### config.mk
export PLATFORM = sky130hd
export DESIGN_NAME = div_ctrl
export DESIGN_NICKNAME = d
export VERILOG_FILES = /design/src/rtl/div_ctrl.sv
export SDC_FILE = /design/constraint.sdc
export NUM_CORES = 1
export LEC_CHECK = 0
export BUFFER_PORTS_ARGS = -buffer_cell sky130_fd_sc_hd__buf_4
export CORE_ASPECT_RATIO = 2
export CORE_MARGIN = 5
export CORE_UTILIZATION = 46
export CTS_BUF_LIST = sky130_fd_sc_hd__clkbuf_16
export DETAILED_ROUTE_END_ITERATION = 6
export PLACE_DENSITY = 0.84
export SLEW_MARGIN = 40
export SYNTH_ARGS = -nofsm -noshare
export SYNTH_HDL_FRONTEND = slang
export SYNTH_SLANG_ARGS = --single-unit
### constraint.sdc
create_clock -name clk -period 2 [get_ports clk]
set_input_delay 0.4 -clock clk [delete_from_list [all_inputs] [get_ports clk]]
set_output_delay 0.4 -clock clk [all_outputs]
set_load 0.05 [all_outputs]
### src/rtl/div_ctrl.sv
// Sequencing controller between the EX stage and a multi-cycle DIV/DIVU unit.
// Latency: HI/LO write strobe two cycles after div_ready_i is first seen in RUN.
// Backpressure: stall_o freezes IF/ID/EX from the accept cycle until WB.
//
// Ports:
//   clk, rst                   clock, asynchronous active-low reset
//   div_req_i, signed_i        DIV/DIVU request held by EX, signedness
//   op_a_i, op_b_i             dividend / divisor from EX
//   flush_i                    pipeline flush (exception / eret)
//   start_o, annul_o           divider run / abort controls
//   signed_div_o, opdata*_o    latched signedness and operands for the divider
//   div_result_i, div_ready_i  {remainder, quotient} and done from the divider
//   stall_o                    pipeline freeze (only combinational output)
//   hilo_we_o, hi_o, lo_o      HI/LO write strobe, remainder, quotient
//   divzero_o                  qualifies hilo_we_o when the divisor was zero
//   timeout_o                  pulse when the divider was aborted for taking too long
module div_ctrl #(
    parameter int TIMEOUT = 48
) (
    input  logic        clk,
    input  logic        rst,
    input  logic        div_req_i,
    input  logic        signed_i,
    input  logic [31:0] op_a_i,
    input  logic [31:0] op_b_i,
    input  logic        flush_i,
    output logic        start_o,
    output logic        annul_o,
    output logic        signed_div_o,
    output logic [31:0] opdata1_o,
    output logic [31:0] opdata2_o,
    input  logic [63:0] div_result_i,
    input  logic        div_ready_i,
    output logic        stall_o,
    output logic        hilo_we_o,
    output logic [31:0] hi_o,
    output logic [31:0] lo_o,
    output logic        divzero_o,
    output logic        timeout_o
);

    // Counter holds RUN cycles elapsed (0..TIMEOUT-1) and CANCEL cycles (0..1).
    localparam int CW = (TIMEOUT < 2) ? 1 : $clog2(TIMEOUT);
    localparam logic [CW-1:0] CNT_LAST = CW'(TIMEOUT - 1);

    typedef enum logic [1:0] {
        S_IDLE   = 2'd0,
        S_RUN    = 2'd1,
        S_WB     = 2'd2,
        S_CANCEL = 2'd3
    } state_t;

    state_t        r_state;
    state_t        w_next;
    logic [CW-1:0] r_cnt;
    logic          r_dz;

    logic w_accept;
    logic w_run_done;
    logic w_run_tmo;
    logic w_start_nxt;
    logic w_annul_nxt;
    logic w_tmo_nxt;
    logic w_we_nxt;
    logic w_dz_nxt;
    logic w_stall;

    // Flush outranks ready, ready outranks the timeout on the final RUN cycle.
    assign w_accept   = (r_state == S_IDLE) & div_req_i & ~flush_i;
    assign w_run_done = (r_state == S_RUN) & ~flush_i & div_ready_i;
    assign w_run_tmo  = (r_state == S_RUN) & ~flush_i & ~div_ready_i & (r_cnt == CNT_LAST);

    // State register, counter and all registered outputs.
    always_ff @(posedge clk or negedge rst) begin
        if (!rst) begin
            r_state      <= S_IDLE;
            r_cnt        <= '0;
            r_dz         <= 1'b0;
            start_o      <= 1'b0;
            annul_o      <= 1'b0;
            signed_div_o <= 1'b0;
            opdata1_o    <= '0;
            opdata2_o    <= '0;
            hilo_we_o    <= 1'b0;
            hi_o         <= '0;
            lo_o         <= '0;
            divzero_o    <= 1'b0;
            timeout_o    <= 1'b0;
        end else begin
            r_state   <= w_next;
            start_o   <= w_start_nxt;
            annul_o   <= w_annul_nxt;
            timeout_o <= w_tmo_nxt;
            hilo_we_o <= w_we_nxt;
            divzero_o <= w_dz_nxt;

            if (w_accept) begin
                opdata1_o    <= op_a_i;
                opdata2_o    <= op_b_i;
                signed_div_o <= signed_i;
                r_dz         <= (op_b_i == 32'd0);
            end

            if (w_run_done) begin
                hi_o <= div_result_i[63:32];
                lo_o <= div_result_i[31:0];
            end

            // Restart from zero whenever RUN or CANCEL is entered.
            if (w_accept) begin
                r_cnt <= '0;
            end else if (r_state == S_RUN) begin
                r_cnt <= (w_next == S_RUN) ? r_cnt + CW'(1) : '0;
            end else if (r_state == S_CANCEL) begin
                r_cnt <= r_cnt + CW'(1);
            end
        end
    end

    // Next-state logic.
    always_comb begin
        w_next = r_state;
        case (r_state)
            S_IDLE:   if (w_accept) w_next = S_RUN;
            S_RUN: begin
                if (flush_i || w_run_tmo) w_next = S_CANCEL;
                else if (div_ready_i)     w_next = S_WB;
            end
            S_WB:     w_next = S_IDLE;
            // Two cycles with start low so the divider falls back to idle.
            S_CANCEL: if (r_cnt == CW'(1)) w_next = S_IDLE;
            default:  w_next = S_IDLE;
        endcase
    end

    // Output logic: next values of the registered outputs, plus stall.
    always_comb begin
        w_start_nxt = (w_next == S_RUN);
        w_annul_nxt = 1'b0;
        w_tmo_nxt   = 1'b0;
        w_we_nxt    = 1'b0;
        w_dz_nxt    = 1'b0;
        w_stall     = 1'b0;
        case (r_state)
            S_IDLE: w_stall = w_accept;
            S_RUN: begin
                w_stall     = 1'b1;
                w_annul_nxt = (w_next == S_CANCEL);
                w_tmo_nxt   = w_run_tmo;
            end
            // EX advances at the end of WB; a late flush drops the write.
            S_WB: begin
                w_we_nxt = ~flush_i;
                w_dz_nxt = ~flush_i & r_dz;
            end
            S_CANCEL: w_stall = div_req_i;
            default: w_stall = 1'b0;
        endcase
    end

    assign stall_o = rst & w_stall;

endmodule

==> summary.md <==
| Metric | Value |
|---|---|
| Status | `complete, no violations` |
| Fin. Hold Viols | `0` |
| Async set-reset flop share out of synthesis | `1.00` |
| Synth Area in Simple Gates | `0.174` |
| Area growth from synthesis to layout | `48.4%` |
| Most frequent cells after synthesis | `200 x nand2_1, 143 x dfrtp_1, 64 x mux2_2` |
| Largest net degree at the start of global routing | `144` |
| Post-Synth XOR/XNOR Area | `0` |
| CP arrival | `1470 ps` |
| Number of flops mapped to enable cells by yosys | `0` |
| Hold depth | `3` |
| Worst relative slew slack | `0.671` |
| First-pass GRT wire length | `24.7 mm` |
| Die area | `14800 sq um` |
| Overall Power | `17.3 mW` |
| Psw | `8.25 mW` |
| Sequential power share | `0.290` |
| Layout cells sized above 1 | `0.481` |
| Worst IR drop on VDD | `1.50 mV` |
| Final Cycle Share | `0.936` |
| CP Launch Type | `register` |
| Number of diodes | `0` |
| CTS Sinks | `143` |
| Total CTS buffers | `17` |
| Synth Flop Type | `dfrtp_1` |
| Clk slew on worst S/H paths | `60 ps` |
| Switching fraction of total power | `0.476` |
| Synth area leaders | `dfrtp_1 63%, nand2_1 13%, mux2_2 13%` |
| Setup tns final | `0 ps` |
| Via count | `4614` |
| Die outline width | `88.5 um` |
| CTS tree | `built` |
| # IOs | `269` |
| Synth top area share | `0.631` |
| Combinational family with the most area after synthesis | `simple AND/OR/NAND/NOR gates` |
| Final Skew | `6.77 ps` |
| Clk pwr share | `0.188` |
| Max stage delay on crit path | `450 ps` |
| CP bufs+invs | `1` |
| Initial Utilization | `0.468` |
| Library cells used by synthesis | `34` |
| Via density | `5.00` |
| Buffer count from post-CTS setup fixing | `0` |
| Worst path top cell family by delay | `flip-flops` |
| Final wirelength | `15.9 mm` |
| Setup crit end kind | `output port` |
| DRC errors left | `0` |
| Root buffer cell | `clkbuf_16` |
| P_int | `9.07 mW` |
| Gate power share | `0.522` |
| Initial antenna violation count | `0` |
| Final worst setup slack | `129 ps` |
| Mapped Area | `5670 sq um` |
| Synth Area in Compound Gates | `0.0225` |
| Syn_area_per_cell | `11.5 sq um` |
| Leading area contributor after synthesis | `dfrtp_1` |
| Gate Count Post-Synth | `494` |
| DRT Pass-1 Iters | `4` |
| Most numerous cell in the Yosys netlist | `nand2_1` |
| F_max | `0.534 GHz` |
| CP Depth | `4` |
| Fin. max-slew vios | `0` |
| Crit-path cells | `a21oi_1 -> o21ai_0 -> and2_1 -> buf_4` |
| Num rows | `57` |
| Setup Crit Path Kind | `register to output port` |
| Core area | `12100 sq um` |
| Nets | `900` |
| # hold bufs at CTS | `0` |
| Seq/Total Area, Yosys | `0.631` |
| Placed cells | `890` |
| Final min period | `1870 ps` |
| Place WS | `173 ps` |
| CP max FO | `8` |
| First DRT Iteration DRCs | `142` |
| Post-CTS sizing | `0` |
| Final GP Congestion | `0.927` |
| Slowest CP cell | `dfrtp_1` |
| Synth warnings | `0` |
| Clk Latency, worst-skew pair | `410 ps` |
| Number of port buffers | `268` |
| Die H | `167 um` |
| Mux contribution to synthesized area | `0.129` |
| Detail Route Antenna Nets | `0` |
| Maximum clock insertion buffer count | `2` |
| Cell leakage power | `4.38 nW` |
| Non-filler cells, final | `923` |
| R2R cell count | `4` |
| MaxCap Viol Count | `0` |
| WL/cell | `17.3 um` |
| Area share of fa/ha/maj cells after synthesis | `0.00441` |
| HPWL Detailed | `12.3 mm` |
| Total power density per cell area | `2060 nW/um^2` |
| Remaining global-route overflow | `0` |
| Vias in the first global route | `4982` |
| Total nets after synthesis | `630` |
| RSZ-0062 raised after global routing | `no` |
| CP Data Required Time | `1600 ps` |
| Synth Register Bits | `143` |
| All-Layer GR Usage | `0.217` |
| Final setup viols | `0` |
| HP Class | `primary input to register` |
| H-tree Lvls | `4` |
| Tightest Pin Transition | `493 ps` |
[stage by stage]
step	cell area [sq um]	hold WS, ps	util
5_1_grt	8420	172	0.694
4_1_cts	8380	139	0.691
2_1_floorplan	5670	104	-
3_5_place_dp	7760	464	0.640
3_3_place_gp	7760	461	0.640
6_report	8420	181	0.694
[flip-flops by register name, summed over array words and instances, names as in the netlist]
| name | count |
|---|---|
| opdata1_o | 32 |
| opdata2_o | 32 |
| r_state | 2 |
| hilo_we_o | 1 |
| annul_o | 1 |
| hi_o | 32 |
| timeout_o | 1 |
| start_o | 1 |
| signed_div_o | 1 |
| lo_o | 32 |
| r_dz | 1 |
| r_cnt | 6 |
| divzero_o | 1 |
[logic make-up after synthesis]
kind of cell | Yosys count
compound gates | 19
simple gates | 236
buf+inv | 29
flops | 143
fa+ha+maj | 2
mux | 65
[area by class of cell]
type | instances | area [sq um]
fillers | 877 | 3710
flip-flops and latches | 143 | 3580
repair buffers | 276 | 2150
multi-input cells | 322 | 1870
clock buffers | 17 | 425
clock inverters | 14 | 191
well taps | 147 | 184
inverters | 4 | 15.0
[power by group through the flow]
stage | sequential, mW | combinational (mW) | clock, mW
6_report | 5.02 | 9.04 | 3.26
5_1_grt | 5.18 | 9.45 | 3.47
4_1_cts | 5.03 | 9.11 | 3.33
3_5_place_dp | 5.06 | 9.11 | 0
3_3_place_gp | 4.99 | 8.91 | 0
2_1_floorplan | 9.42 | 1.70 | 0
[worst reg2reg max path, stage by stage, from the launching register on]
cell     delay, ps
dfrtp_1        470
nor2_1         240
and3_2         240
buf_12         300
mux2_2         430
[layout by cell type (no fill, tap or decap), drive strengths merged]
cell type    Yosys  routed
buf             23     275
nand2          200     200
dfrtp          143     143
mux2            64      64
clkbuf           2      17
nor4             8       8
inv              4       7
a21oi            6       6
and3             6       6
clkinv           0       5
bufinv           0       4
o31ai            4       4
and2             3       3
nor3             3       3
nand3            3       3
o21ai            3       3
nor2             2       2
o22ai            2       2
nand3b           2       2
a31o             2       2
nand4            2       2
ha               2       2
clkinvlp         0       2
nand4bb          1       1
or4b             1       1
and4b            1       1
mux2i            1       1
and3b            1       1
nor3b            1       1
o21bai           1       1
a21bo            1       1
or3              1       1
nor4b            1       1
dlygate4sd3      0       1
[per-layer routing]
metal  global-route usage  share of wire
met5                    0              0
met4               0.0895          0.028
met3               0.0667          0.099
met2                0.396           0.55
met1                0.220           0.33
[path summary, 6_finish.rpt]
kind                                      startpoint                   endpoint  slack, ps
setup / recovery                r_state[0]$_DFF_PN0_                    stall_o        130
hold / removal                             op_a_i[2]   opdata1_o[2]$_DFFE_PN0N_        180
setup reg to reg                r_state[1]$_DFF_PN0_        lo_o[7]$_DFFE_PN0P_        200
hold reg to reg            opdata1_o[13]$_DFFE_PN0N_  opdata1_o[13]$_DFFE_PN0N_        480
max in group asynchronous                        rst        lo_o[7]$_DFFE_PN0P_        680
min in group asynchronous                        rst   opdata1_o[4]$_DFFE_PN0N_        560
(Power assumes the default switching activity.)
